===== src/rtl/bf16_to_int20.sv =====
// BF16 -> signed 20-bit fixed point (2^-24 per LSB), two-stage valid/ready pipeline.
// Optional saturation counter on the sat_count port when BF16_SAT_CNT_EN is defined.
module bf16_to_int20 #(
  parameter int DATA_W = 20
) (
  input  logic                     clk,
  input  logic                     rst_n,
  input  logic                     in_valid,
  output logic                     in_ready,
  input  logic [15:0]              in_bf16,
  output logic                     out_valid,
  input  logic                     out_ready,
  output logic signed [DATA_W-1:0] out_data,
  output logic                     out_sat,
  output logic                     out_nan
`ifdef BF16_SAT_CNT_EN
  ,
  output logic [15:0]              sat_count
`endif
);

  localparam logic signed [8:0]     SH_MAX  = 9'(DATA_W - 8);
  localparam logic [DATA_W-1:0]     MAX_POS = {1'b0, {(DATA_W-1){1'b1}}};
  localparam logic [DATA_W-1:0]     MIN_NEG = {1'b1, {(DATA_W-1){1'b0}}};
  localparam logic [DATA_W:0]       MAG_POS = {2'b00, {(DATA_W-1){1'b1}}};
  localparam logic [DATA_W:0]       MAG_NEG = {2'b01, {(DATA_W-1){1'b0}}};

  // Magnitude with one guard bit; all-ones marks a shift that overflows the output range.
  function automatic logic [DATA_W:0] shift_mag(input logic [7:0] sig,
                                                input logic signed [8:0] sh);
    logic [DATA_W:0] m;
    logic [8:0]      rsh;
    m   = '0;
    rsh = -sh;
    if (sh > SH_MAX)
      m = '1;
    else if (sh >= 9'sd0)
      m = {{(DATA_W-7){1'b0}}, sig} << sh[4:0];
    else if (rsh < 9'd8)
      m = {{(DATA_W-7){1'b0}}, sig} >> rsh[2:0];
    return m;
  endfunction

  // Returns {sat, value}; -2^(DATA_W-1) is representable and is not a clamp.
  function automatic logic [DATA_W:0] sat_negate(input logic sign,
                                                 input logic [DATA_W:0] mag);
    logic [DATA_W:0] res;
    if (!sign)
      res = (mag > MAG_POS) ? {1'b1, MAX_POS} : {1'b0, mag[DATA_W-1:0]};
    else
      res = (mag > MAG_NEG) ? {1'b1, MIN_NEG} : {1'b0, -mag[DATA_W-1:0]};
    return res;
  endfunction

  logic                     r_vld_p1;
  logic                     r_sign_p1;
  logic                     r_zero_p1;
  logic                     r_nan_p1;
  logic                     r_inf_p1;
  logic signed [8:0]        r_shift_p1;
  logic [7:0]               r_sig_p1;
  logic                     r_vld_p2;
  logic signed [DATA_W-1:0] r_data_p2;
  logic                     r_sat_p2;
  logic                     r_nan_p2;

  logic                     w_acc_p0;
  logic                     w_adv_p1;
  logic signed [8:0]        w_shift_p0;
  logic [DATA_W:0]          w_res_p1;

  assign w_adv_p1   = r_vld_p1 && (!r_vld_p2 || out_ready);
  assign in_ready   = !r_vld_p1 || w_adv_p1;
  assign w_acc_p0   = in_valid && in_ready;
  assign w_shift_p0 = $signed({1'b0, in_bf16[14:7]}) - 9'sd110;

  // Stage 1 boundary: decode sign, shift, significand and class
  always_ff @(posedge clk or negedge rst_n) begin
    if (!rst_n)
      r_vld_p1 <= 1'b0;
    else if (in_ready)
      r_vld_p1 <= in_valid;
  end

  always_ff @(posedge clk) begin
    if (w_acc_p0) begin
      r_sign_p1  <= in_bf16[15];
      r_zero_p1  <= (in_bf16[14:7] == 8'h00);
      r_nan_p1   <= (in_bf16[14:7] == 8'hFF) && (in_bf16[6:0] != 7'h00);
      r_inf_p1   <= (in_bf16[14:7] == 8'hFF) && (in_bf16[6:0] == 7'h00);
      r_shift_p1 <= w_shift_p0;
      r_sig_p1   <= {1'b1, in_bf16[6:0]};
    end
  end

  always_comb begin
    w_res_p1 = sat_negate(r_sign_p1, r_inf_p1 ? '1 : shift_mag(r_sig_p1, r_shift_p1));
    if (r_zero_p1 || r_nan_p1)
      w_res_p1 = '0;
  end

  // Stage 2 boundary: shifted, negated and saturated result held until consumed
  always_ff @(posedge clk or negedge rst_n) begin
    if (!rst_n) begin
      r_vld_p2  <= 1'b0;
      r_data_p2 <= '0;
      r_sat_p2  <= 1'b0;
      r_nan_p2  <= 1'b0;
    end else if (w_adv_p1) begin
      r_vld_p2  <= 1'b1;
      r_data_p2 <= w_res_p1[DATA_W-1:0];
      r_sat_p2  <= w_res_p1[DATA_W];
      r_nan_p2  <= r_nan_p1;
    end else if (out_ready) begin
      r_vld_p2  <= 1'b0;
    end
  end

  assign out_valid = r_vld_p2;
  assign out_data  = r_data_p2;
  assign out_sat   = r_sat_p2;
  assign out_nan   = r_nan_p2;

`ifdef BF16_SAT_CNT_EN
  logic [15:0] r_sat_cnt;

  always_ff @(posedge clk or negedge rst_n) begin
    if (!rst_n)
      r_sat_cnt <= '0;
    else if (r_vld_p2 && out_ready && r_sat_p2 && (r_sat_cnt != 16'hFFFF))
      r_sat_cnt <= r_sat_cnt + 16'd1;
  end

  assign sat_count = r_sat_cnt;
`endif

endmodule


===== config.mk =====
export PLATFORM = sky130hd
export DESIGN_NAME = bf16_to_int20
export DESIGN_NICKNAME = d
export VERILOG_FILES = /design/src/rtl/bf16_to_int20.sv
export SDC_FILE = /design/constraint.sdc
export NUM_CORES = 1
export LEC_CHECK = 0
export ABC_AREA = 1
export BUFFER_PORTS_ARGS = -buffer_cell sky130_fd_sc_hd__buf_2
export CAP_MARGIN = 25
export CORE_UTILIZATION = 59
export CTS_CLUSTER_DIAMETER = 60
export CTS_CLUSTER_SIZE = 8
export DETAILED_ROUTE_END_ITERATION = 10
export PLACE_DENSITY_LB_ADDON = 0.25
export SETUP_SLACK_MARGIN = 0.02
export SYNTH_ARGS = -nofsm -noshare
export SYNTH_HDL_FRONTEND = slang
export SYNTH_SLANG_ARGS = --single-unit

===== constraint.sdc =====
create_clock -name clk -period 4.1 [get_ports clk]
set_input_delay 0.615 -clock clk [delete_from_list [all_inputs] [get_ports clk]]
set_output_delay 0.615 -clock clk [all_outputs]
set_load 0.01 [all_outputs]

==> results of run 1 <==
registers in the layout, summed over array words and instances, names as in the netlist:
| name | cells |
|---|---|
| out_data | 20 |
| out_nan | 1 |
| out_sat | 1 |
| out_valid | 1 |
| r_inf_p1 | 1 |
| r_nan_p1 | 1 |
| r_shift_p1 | 9 |
| r_sig_p1 | 7 |
| r_sign_p1 | 1 |
| r_vld_p1 | 1 |
| r_zero_p1 | 1 |
cell type report:
cell class | instances | share of cell area (%)
Tap cell | 72 | 2.31
Inverter | 46 | 4.49
Clock buffer | 8 | 2.60
Timing Repair Buffer | 49 | 6.66
Multi-Input combinational cell | 419 | 53.2
Sequential cell | 44 | 30.8
synthesized netlist by cell type, types with 2 or more instances:
library cell	instances
sky130_fd_sc_hd__nand2_1	182
sky130_fd_sc_hd__nand3_1	73
sky130_fd_sc_hd__nor2_1	46
sky130_fd_sc_hd__inv_1	36
sky130_fd_sc_hd__dfrtp_1	24
sky130_fd_sc_hd__edfxtp_1	20
sky130_fd_sc_hd__o21ai_0	19
sky130_fd_sc_hd__nand2_2	10
sky130_fd_sc_hd__nand4_1	10
sky130_fd_sc_hd__nor2_2	10
sky130_fd_sc_hd__inv_2	9
sky130_fd_sc_hd__nor2_4	8
sky130_fd_sc_hd__a21oi_1	7
sky130_fd_sc_hd__ha_1	7
sky130_fd_sc_hd__o21ai_1	7
sky130_fd_sc_hd__buf_6	5
sky130_fd_sc_hd__nand3_2	5
sky130_fd_sc_hd__clkbuf_1	4
sky130_fd_sc_hd__nor3_1	4
sky130_fd_sc_hd__xor2_1	4
sky130_fd_sc_hd__a31oi_1	3
sky130_fd_sc_hd__buf_4	3
sky130_fd_sc_hd__and2_1	2
sky130_fd_sc_hd__buf_2	2
sky130_fd_sc_hd__nand3b_1	2
sky130_fd_sc_hd__nor4_1	2
sky130_fd_sc_hd__o21bai_1	2
sky130_fd_sc_hd__xnor2_1	2
worst max-delay path, cell delays in order, from the launching register on:
cell and delay (ns):
sky130_fd_sc_hd__edfxtp_1 0.50, sky130_fd_sc_hd__inv_4 0.18, sky130_fd_sc_hd__ha_1 0.22, sky130_fd_sc_hd__inv_1 0.10, sky130_fd_sc_hd__nor3_2 0.15, sky130_fd_sc_hd__and3_1 0.18
sky130_fd_sc_hd__ha_1 0.13, sky130_fd_sc_hd__inv_1 0.03, sky130_fd_sc_hd__nand2_1 0.12, sky130_fd_sc_hd__nand2_2 0.10, sky130_fd_sc_hd__nor2_4 0.32, sky130_fd_sc_hd__a31oi_1 0.17
sky130_fd_sc_hd__nand2_1 0.17, sky130_fd_sc_hd__inv_1 0.06, sky130_fd_sc_hd__ha_1 0.21, sky130_fd_sc_hd__inv_1 0.08, sky130_fd_sc_hd__nor2_2 0.05, sky130_fd_sc_hd__nand2_2 0.08
sky130_fd_sc_hd__nor2_4 0.06, sky130_fd_sc_hd__nand3_2 0.07, sky130_fd_sc_hd__nand3_2 0.08, sky130_fd_sc_hd__nand2_4 0.15, sky130_fd_sc_hd__inv_2 0.12, sky130_fd_sc_hd__o21ai_0 0.09
sky130_fd_sc_hd__nand2_1 0.06
how the worst max path moves through the flow:
stage	end	slack (ns)	cells past startpoint
final	out_data[8]	0.49	24
after global routing	out_data[8]	0.12	27
after CTS	out_data[8]	0.35	24
after detailed placement	out_data[8]	0.38	24
after global placement	out_data[8]	0.62	27
after floorplan	out_data[11]	0.91	27
power breakdown:
group          total, mW  internal [mW]  leakage (nW)  switching (mW)
combinational      0.451          0.149          1.35           0.302
clock              0.305          0.158        0.0506           0.147
sequential         0.565          0.528         0.510          0.0376
total               1.32          0.835          1.91           0.487
cell families after synthesis:
kind of cell / Yosys count / synth area share [%]
fa+ha+maj: 7 / 2.46
mux: 1 / 0.317
flops: 44 / 33.8
compound gates: 45 / 7.50
xor+xnor: 6 / 1.48
buf+inv: 60 / 7.78
simple gates: 360 / 46.7
stage by stage:
step           setup WS (ns)  instance area, um2  cells  utilization (%)  hold WS (ns)
2_1_floorplan          0.913                3550    523                -         0.319
3_3_place_gp           0.620                3790    628             67.1         0.458
3_5_place_dp           0.379                3790    628             67.1         0.460
4_1_cts                0.354                3890    636             68.9         0.300
5_1_grt                0.123                3910    638             69.2         0.327
6_report               0.494                3910    638             69.2         0.281
routing by layer:
layer,global-route usage [%],part of all wire (%),vias up
met5,0,0,-
met4,9.45,1.9,0
met3,4.11,6.4,22
met2,51.4,47,165
met1,42.6,45,1661
li1,-,-,1804
timing repair:
action,4_1_cts,5_1_grt
endpoints found under the hold margin,0,0
resized for setup,0,1
setup endpoints to repair,0,12
buffers inserted,0,2
layout by cell type (no fill, tap or decap), types with 6 or more instances in the layout:
cell type / Yosys / layout
sky130_fd_sc_hd__inv_1: 36 / 36
sky130_fd_sc_hd__nor2_2: 10 / 10
sky130_fd_sc_hd__nor2_1: 46 / 46
sky130_fd_sc_hd__buf_4: 3 / 6
sky130_fd_sc_hd__nor2_4: 8 / 8
sky130_fd_sc_hd__nand4_1: 10 / 10
sky130_fd_sc_hd__inv_2: 9 / 8
sky130_fd_sc_hd__ha_1: 7 / 7
sky130_fd_sc_hd__edfxtp_1: 20 / 20
sky130_fd_sc_hd__nand3_1: 73 / 73
sky130_fd_sc_hd__dfrtp_1: 24 / 24
sky130_fd_sc_hd__nand2_2: 10 / 10
sky130_fd_sc_hd__nand2_1: 182 / 182
sky130_fd_sc_hd__a21oi_1: 7 / 7
sky130_fd_sc_hd__o21ai_0: 19 / 19
sky130_fd_sc_hd__buf_2: 2 / 43
sky130_fd_sc_hd__o21ai_1: 7 / 7
==> flow_metrics.py, run 1 <==
metrics = {
    "routing": {
        "detailedRoute.firstIterationViolations": 336,
        "route.antenna.remaining_nets": 0,
        "detail_route.first_pass.iterations": 8,
        "avgRoutedWirePerCell_um": 14.3,
        "drc": 0,
        "vias": 3652,
        "wirelength_mm": 9.13,
        "via_per_inst": 5.72,
    },
    "sta": {
        "tns_ns": 0,
        "timing.final.crit_share_pct": 88.0,
        "total_count_of_max_transition_violations_in_the_final_report": 0,
        "finClkSkew_ns": 0.00629,
        "fmax_ghz": 0.277,
        "max_slew_margin_pct": 48.2,
        "timing.final.setup_violations": 0,
        "tightestPinTransition_ns": 0.776,
        "hold_viol_final": 0,
        "finalWorstPathRequiredPeriod_ns": 3.61,
        "grt_setup_unrepaired": "false",
    },
    "clock_network": {
        "cts_htree_levels": 2,
        "cts.reportedPaths.clkPinSlew_ns": 0.08,
        "ctsHoldBuffers": 0,
        "clkLatencyLatePin_ns": 0.30,
        "cts_made_buffers": 5,
        "cts_root_buf": "sky130_fd_sc_hd__clkbuf_8",
        "cts_tree": "yes",
        "clock_path_buffers": 2,
        "cts.sink_count": 44,
    },
    "global_routing": {
        "globalRouteOverflowTotal": 0,
        "number_of_global_route_vias_before_repair": 3350,
        "grt_antenna_before_repair": 0,
        "pin_count_of_the_biggest_net_entering_global_routing": 25,
        "grt_pass1_wl_mm": 15.3,
        "grtUsageTotal_pct": 31.3,
    },
    "worst_setup_path": {
        "criticalPathCategory": "flop to flop",
        "startpoint_type_of_the_worst_setup_path": "flop",
        "ff2ff_setup_slack_ns": 0.49,
        "startpoint": "r_shift_p1[0]",
        "cp_max_fo": 15,
        "critical_path_required_ns": 4.29,
        "cp-end-kind": "flop",
        "cp.arrival_ns": 3.79,
        "timing.rr.end": "out_data[8]",
        "critical_path.reg2reg.startpoint": "r_shift_p1[0]",
        "r2r.worst_path.cells": 24,
    },
    "floorplan": {
        "placement_rows": 27,
        "floorplan.die.height_um": 79.6,
        "io-pin-count": 44,
        "chipWidth_um": 79.6,
        "die_area_mm2": 0.00634,
        "initial_core_util_pct": 63.0,
        "core_area_mm2": 0.00564,
    },
    "place": {
        "place_congestion": 0.951,
        "port-buffer-count": 43,
        "detailed_place_hpwl_mm": 7.12,
    },
    "layout": {
        "final_layout_size_suffix_gt1_share_pct": 18.4,
        "layout.filler_cells": 511,
        "multi_input_comb_area_mm2": 0.00208,
        "final-seq-area_mm2": 0.00120,
        "nNetsFinal": 592,
        "area.growth.synth_to_final_pct": 9.86,
        "n_antenna_cell": 0,
    },
    "logic_synthesis": {
        "post_synth.cell_area_avg_um2": 6.80,
        "synth.yosys.seq_area_share_pct": 33.8,
        "synth.ff_latch_count": 44,
        "ys_async_sr_fraction_pct": 54.5,
        "synthesis.instances": 523,
        "area_of_the_mapped_netlist_mm2": 0.00355,
        "ys_warn_count": 0,
        "synth_edf_count": 20,
        "synth.lib_cells_used.distinct": 43,
        "ys_dominant_reg_cell": "sky130_fd_sc_hd__dfrtp_1",
        "yosys_top_cell_by_area": "sky130_fd_sc_hd__nand2_1",
        "netlist.area_leader.share_pct": 19.2,
        "synth.area.top_cells": "sky130_fd_sc_hd__nand2_1 (19%), sky130_fd_sc_hd__dfrtp_1 (17%), sky130_fd_sc_hd__edfxtp_1 (17%)",
        "synth.net_count": 550,
    },
    "pwr": {
        "power.density_mw_per_mm2": 338,
        "power_leakage_nw": 1.91,
        "total_power_mw": 1.32,
        "vdd.ir_drop.worst_mv": 0.284,
    },
    "worst_hold_path": {
        "hold_path.class": "input port to async pin",
    },
    "status": {
        "status": "finished clean",
    },
    "flow_run": {
        "max-cap-violations": 0,
    },
}
Power figures use the tool's default switching activity.
==> inputs of run 2 (changes only) <==
GPL_TIMING_DRIVEN = 0   (was unset)
PLACE_DENSITY = 0.86   (was unset)
PLACE_DENSITY_LB_ADDON = unset   (was 0.25)
==> run 2 against run 1 <==
Core utilization grew 1.6 points. Sequential cell count is the same. Critical endpoint is now out_data[11]. Sequential power is essentially flat. Largest cell class unchanged. Worst setup slack got worse by 0.16 ns.
==> flow_metrics.py, run 2 (same netlist as run 1, synthesis figures left out) <==
metrics = {
    "status": {
        "status": "finished clean",
    },
    "clock_network": {
        "cts_root_buf": "sky130_fd_sc_hd__clkbuf_8",
        "clock_path_buffers": 2,
        "cts.sink_count": 44,
        "cts_made_buffers": 5,
        "cts.reportedPaths.clkPinSlew_ns": 0.09,
        "cts_tree": "yes",
        "clkLatencyLatePin_ns": 0.30,
        "ctsHoldBuffers": 0,
        "cts_htree_levels": 2,
    },
    "sta": {
        "max_slew_margin_pct": 49.2,
        "fmax_ghz": 0.266,
        "finalWorstPathRequiredPeriod_ns": 3.76,
        "finClkSkew_ns": 0.0170,
        "total_count_of_max_transition_violations_in_the_final_report": 0,
        "grt_setup_unrepaired": "false",
        "tightestPinTransition_ns": 0.761,
        "timing.final.crit_share_pct": 91.8,
        "timing.final.setup_violations": 0,
        "finalWorstSetupSlack_ns": 0.337,
        "hold_viol_final": 0,
        "tns_ns": 0,
    },
    "global_routing": {
        "grtUsageTotal_pct": 31.2,
        "globalRouteOverflowTotal": 0,
        "grt_antenna_before_repair": 0,
        "grt_pass1_wl_mm": 15.2,
        "pin_count_of_the_biggest_net_entering_global_routing": 25,
        "number_of_global_route_vias_before_repair": 3317,
    },
    "floorplan": {
        "core_area_mm2": 0.00564,
        "chipWidth_um": 79.6,
        "initial_core_util_pct": 63.0,
        "floorplan.die.height_um": 79.6,
        "io-pin-count": 44,
        "die_area_mm2": 0.00634,
        "placement_rows": 27,
    },
    "layout": {
        "largest_register_ffs": 20,
        "layout.cells.most_common": "sky130_fd_sc_hd__nand2_1",
        "nNetsFinal": 606,
        "multi_input_comb_area_mm2": 0.00208,
        "final_cell_mix": "sky130_fd_sc_hd__nand2_1 (182), sky130_fd_sc_hd__nand3_1 (73), sky130_fd_sc_hd__nor2_1 (46)",
        "final-seq-area_mm2": 0.00120,
        "layout.core_utilization_pct": 70.8,
        "area.growth.synth_to_final_pct": 12.3,
        "layout.filler_cells": 477,
        "n_antenna_cell": 0,
        "final_layout_size_suffix_gt1_share_pct": 19.7,
    },
    "worst_setup_path": {
        "criticalPathCategory": "flop to flop",
        "startpoint_type_of_the_worst_setup_path": "flop",
        "cp.arrival_ns": 3.95,
        "critical_path_required_ns": 4.29,
        "cp_max_fo": 10,
        "cp-end-kind": "flop",
    },
    "place": {
        "place_congestion": 0.960,
        "detailed_place_hpwl_mm": 7.38,
        "port-buffer-count": 43,
        "placement.setup.worst_slack_ns": 0.305,
    },
    "pwr": {
        "power_frac_clock_pct": 20.6,
        "p_int_mw": 0.811,
        "power_leakage_nw": 1.97,
        "vdd.ir_drop.worst_mv": 0.225,
        "power.share.sequential_pct": 43.4,
        "power.density_mw_per_mm2": 325,
        "p_sw_mw": 0.488,
        "comb_power_share_pct": 36.0,
        "netSwitchingFraction_pct": 37.6,
    },
    "routing": {
        "detailedRoute.firstIterationViolations": 326,
        "drc": 0,
        "via_per_inst": 5.66,
        "avgRoutedWirePerCell_um": 14.3,
        "wirelength_mm": 9.30,
        "detail_route.first_pass.iterations": 5,
        "route.antenna.remaining_nets": 0,
        "vias": 3689,
    },
    "worst_hold_path": {
        "hold_path.class": "input port to async pin",
    },
    "flow_run": {
        "max-cap-violations": 0,
    },
}
==> run 2: repair_timing <==
action | CTS | global route
setup buffers | 0 | 6
setup endpoints to repair | 0 | 10
resized for setup | 0 | 1
==> run 2: metal layers <==
layer | share of wire, % | vias up | global-route usage (%)
li1 | - | 1824 | -
met1 | 45 | 1691 | 42.7
met2 | 46 | 160 | 50.8
met3 | 7.2 | 14 | 5.14
met4 | 1.3 | 0 | 8.55
met5 | 0 | - | 0
==> run 2: layout make-up <==
type                            count  share of cell area [%]
Multi-Input combinational cell    419                    52.0
Sequential cell                    44                    30.1
Timing Repair Buffer               49                    6.52
Inverter                           46                    4.32
Buffer                             14                    2.66
Tap cell                           72                    2.26
Clock buffer                        7                    1.91
Clock inverter                      1                   0.219
==> run 2: stage by stage <==
| stage | hold WS, ns | power [mW] | std cells | instance area (um2) |
|---|---|---|---|---|
| after floorplan | 0.319 | 0.884 | 523 | 3550 |
| after global placement | 0.459 | 1.01 | 638 | 3860 |
| after detailed placement | 0.459 | 1.03 | 638 | 3860 |
| after CTS | 0.292 | 1.29 | 646 | 3950 |
| after global routing | 0.324 | 1.38 | 652 | 3990 |
| final | 0.277 | 1.30 | 652 | 3990 |
==> run 2: power groups by stage <==
stage	clock, mW	combinational, mW	sequential (mW)
final	0.267	0.468	0.565
after global routing	0.289	0.523	0.572
after CTS	0.274	0.454	0.566
after detailed placement	0	0.453	0.575
after global placement	0	0.443	0.572
after floorplan	0	0.291	0.593
==> run 2: path summary, 6_finish.rpt <==
check / startpoint / end / slack (ns) / depth (start not counted)
setup / recovery: r_shift_p1[0] / out_data[11] / 0.34 / 27
min in group clk: out_data[12] / out_data[12] / 0.48 / 2
hold / removal: rst_n / out_data[4] / 0.28 / 1
max in group asynchronous: rst_n / out_data[19] / 3.46 / 1
setup reg to reg: r_shift_p1[0] / out_data[11] / 0.34 / 27
hold reg to reg: out_data[12] / out_data[12] / 0.48 / 2
==> run 2: worst max-delay path, stage by stage (launching register included) <==
cell                       delay (ns)
sky130_fd_sc_hd__edfxtp_1        0.44
sky130_fd_sc_hd__inv_2           0.14
sky130_fd_sc_hd__buf_6           0.16
sky130_fd_sc_hd__ha_1            0.22
sky130_fd_sc_hd__inv_1           0.10
sky130_fd_sc_hd__nor3_2          0.16
sky130_fd_sc_hd__and3_1          0.18
sky130_fd_sc_hd__ha_1            0.14
sky130_fd_sc_hd__inv_1           0.04
sky130_fd_sc_hd__nand2_1         0.13
sky130_fd_sc_hd__nand2_2         0.10
sky130_fd_sc_hd__nor2_4          0.19
sky130_fd_sc_hd__clkbuf_4        0.24
sky130_fd_sc_hd__a31oi_1         0.10
sky130_fd_sc_hd__nand2_1         0.17
sky130_fd_sc_hd__inv_1           0.06
sky130_fd_sc_hd__ha_1            0.20
sky130_fd_sc_hd__inv_1           0.08
sky130_fd_sc_hd__nor2_2          0.05
sky130_fd_sc_hd__nand2_2         0.09
sky130_fd_sc_hd__nor2_4          0.06
sky130_fd_sc_hd__nand3_2         0.07
sky130_fd_sc_hd__nand3_2         0.09
sky130_fd_sc_hd__nand2_4         0.13
sky130_fd_sc_hd__inv_2           0.05
sky130_fd_sc_hd__buf_6           0.14
sky130_fd_sc_hd__o21ai_2         0.05
sky130_fd_sc_hd__nand2_1         0.06
==> inputs of run 3 (changes only) <==
ABC_AREA = 0   (was 1)
==> run 3 against run 2 <==
Via count grew 2.8%. Die area grew 3.4%. Synthesized area grew 3.5%. Maximum frequency is 6.6% lower. Clock power grew 21%. Sequential share of layout area is 3.4 points lower. Non-clock buffer count increased by 28. Critical path type unchanged. Combinational power down 4.5%. Highest routed layer unchanged. Critical endpoint is now out_data[10]. Worst setup slack worse by 0.26 ns.
==> flow_metrics.py, run 3 <==
metrics = {
    "pwr": {
        "power_leakage_nw": 1.77,
        "power.density_mw_per_mm2": 292,
        "total_power_mw": 1.31,
        "vdd.ir_drop.worst_mv": 0.210,
    },
    "logic_synthesis": {
        "area_of_the_mapped_netlist_mm2": 0.00368,
        "yosys_top_cell_by_area": "sky130_fd_sc_hd__dfrtp_1",
        "synth.ff_latch_count": 44,
        "ys_top_cells_by_count": "sky130_fd_sc_hd__nand2_1 (37), sky130_fd_sc_hd__nor2_1 (31), sky130_fd_sc_hd__dfrtp_1 (24)",
        "ys_async_sr_fraction_pct": 54.5,
        "synth.area.top_cells": "sky130_fd_sc_hd__dfrtp_1 (16%), sky130_fd_sc_hd__edfxtp_1 (16%), sky130_fd_sc_hd__mux4_2 (4.3%)",
        "ys_dominant_reg_cell": "sky130_fd_sc_hd__dfrtp_1",
        "ys_warn_count": 0,
        "synth.net_count": 436,
        "most_common_cell_in_the_netlist": "sky130_fd_sc_hd__nand2_1",
        "synth.yosys.seq_area_share_pct": 32.6,
        "synth_edf_count": 20,
        "netlist.area_leader.share_pct": 16.3,
        "synth.lib_cells_used.distinct": 71,
        "synthesis.instances": 409,
        "post_synth.cell_area_avg_um2": 9.00,
    },
    "worst_setup_path": {
        "cp-end-kind": "flop",
        "cp.arrival_ns": 4.23,
        "path_cells": "buf_12 -> inv_8 -> ha_4 -> nor3b_4 -> buf_4 -> o211ai_1 -> a2111o_1 -> nor2_1 -> a211oi_2 -> ha_2 -> o211ai_1 -> or4b_4 -> buf_8 -> nor4b_4 -> xor2_1 -> a21oi_1 -> a22o_2",
        "worst_path_dominant_cell_family": "compound AO/OA/AOI/OAI gates",
        "critical-path-max-stage-delay_ns": 0.57,
        "ff2ff_setup_slack_ns": 0.07,
        "startpoint_type_of_the_worst_setup_path": "flop",
        "critical_path_buf_inv_count": 4,
        "critical_path_required_ns": 4.30,
        "critical-path-slowest-cell": "sky130_fd_sc_hd__or4b_4",
        "cp_max_fo": 7,
        "timing.rr.end": "out_data[10]",
        "worst_path_most_repeated_cell": "sky130_fd_sc_hd__o211ai_1",
        "r2r.worst_path.cells": 17,
        "criticalPathCategory": "flop to flop",
        "critical_path.reg2reg.startpoint": "r_shift_p1[1]",
    },
    "routing": {
        "detail_route.first_pass.iterations": 6,
        "drc": 0,
        "detailedRoute.firstIterationViolations": 449,
        "via_per_inst": 6.85,
        "wirelength_mm": 10.6,
        "avgRoutedWirePerCell_um": 19.1,
        "route.antenna.remaining_nets": 0,
        "vias": 3794,
    },
    "sta": {
        "fmax_ghz": 0.248,
        "grt_setup_unrepaired": "true",
        "max_slew_margin_pct": 44.7,
        "fin_worst_hold_slack_ns": 0.270,
        "total_count_of_max_transition_violations_in_the_final_report": 0,
        "tns_ns": 0,
        "finalWorstPathRequiredPeriod_ns": 4.03,
        "timing.final.setup_violations": 0,
        "tightestPinTransition_ns": 0.830,
        "finClkSkew_ns": 0.00835,
        "timing.final.crit_share_pct": 98.2,
        "hold_viol_final": 0,
    },
    "clock_network": {
        "cts.sink_count": 44,
        "cts_root_buf": "sky130_fd_sc_hd__clkbuf_8",
        "clkLatencyLatePin_ns": 0.31,
        "clock_path_buffers": 2,
        "cts.reportedPaths.clkPinSlew_ns": 0.10,
        "cts_made_buffers": 5,
        "ctsHoldBuffers": 0,
        "cts_htree_levels": 2,
        "cts_tree": "yes",
    },
    "layout": {
        "nNetsFinal": 505,
        "n_antenna_cell": 0,
        "final_layout_size_suffix_gt1_share_pct": 29.4,
        "final_cell_mix": "sky130_fd_sc_hd__buf_2 (45), sky130_fd_sc_hd__nand2_1 (36), sky130_fd_sc_hd__nor2_1 (31)",
        "largest_register_ffs": 20,
        "layout.cells.most_common": "sky130_fd_sc_hd__buf_2",
        "area.growth.synth_to_final_pct": 22.3,
    },
    "floorplan": {
        "placement_rows": 28,
        "initial_core_util_pct": 61.8,
        "chipWidth_um": 81.0,
        "io-pin-count": 44,
        "floorplan.die.height_um": 81.0,
        "core_area_mm2": 0.00596,
        "die_area_mm2": 0.00656,
    },
    "global_routing": {
        "number_of_global_route_vias_before_repair": 3390,
        "grt_pass1_wl_mm": 16.2,
        "grtUsageTotal_pct": 32.5,
        "grt_antenna_before_repair": 0,
        "pin_count_of_the_biggest_net_entering_global_routing": 25,
        "globalRouteOverflowTotal": 0,
    },
    "place": {
        "port-buffer-count": 43,
        "detailed_place_hpwl_mm": 7.52,
        "place_congestion": 0.956,
    },
    "flow_run": {
        "max-cap-violations": 0,
    },
    "status": {
        "status": "finished clean",
    },
    "worst_hold_path": {
        "hold_path.class": "input port to async pin",
    },
}
## run 3: what timing repair did
action / in CTS / in global routing
pin swaps: 6 / 11
cloned: 0 / 0
gates resized for setup: 24 / 33
buffers inserted: 8 / 15
setup endpoints to repair: 21 / 20
endpoints found under the hold margin: 0 / 0
## run 3: per-stage QoR
step                      utilization [%]  area, um2  std cells  worst slack [ns]
final                                75.6       4500        554            0.0724
after global placement               67.4       4020        527             -1.06
after CTS                            71.9       4280        541            0.0235
after global routing                 75.6       4500        554           -0.0188
after floorplan                         -       3710        409            0.0463
after detailed placement             67.6       4030        528            -0.672
## run 3: layout make-up
cell class	instances	area, um2
Fill cell	414	1460
Sequential cell	44	1200
Clock buffer	6	93.8
Inverter	11	55.1
Buffer	25	170
Tap cell	75	93.8
Multi-Input combinational cell	325	2490
Clock inverter	2	12.5
Timing Repair Buffer	66	388
## run 3: kinds of logic (layout without fill, tap and decap cells)
kind of cell               after synthesis  count (layout)  share of synthesized area [%]
muxes                                   24              24                           9.18
xor gates and xnor gates                16              16                           3.81
DFF                                     44              44                           32.6
adders and majority gates                7               7                           2.38
and+or+nand+nor                        163             163                           23.7
AOI/OAI and AO/OA                      115             115                           23.6
buffers and inverters                   40             110                           4.73
## run 3: layer usage
layer	up-vias	wire length [um]	global-route usage, %	share of wire, %
li1	1709	-	-	-
met1	1798	4250	41.5	40
met2	241	5090	54.0	48
met3	46	907	6.63	8.6
met4	0	333	12.1	3.1
met5	-	0	0	0
## run 3: worst max path at each step
stage | start | end | slack [ns] | depth (start not counted)
3_3_place_gp | r_shift_p1[1] | out_data[18] | -1.06 | 19
3_5_place_dp | r_shift_p1[1] | out_data[10] | -0.67 | 21
5_1_grt | r_shift_p1[4] | out_data[10] | -0.02 | 18
2_1_floorplan | r_shift_p1[1] | out_data[10] | 0.05 | 20
6_report | r_shift_p1[1] | out_data[10] | 0.07 | 17
4_1_cts | r_shift_p1[0] | out_data[10] | 0.02 | 21
## run 3: report_power, final
part	switching, mW	internal (mW)
sequential	0.0352	0.508
combinational	0.256	0.191
clock	0.168	0.156
total	0.459	0.855
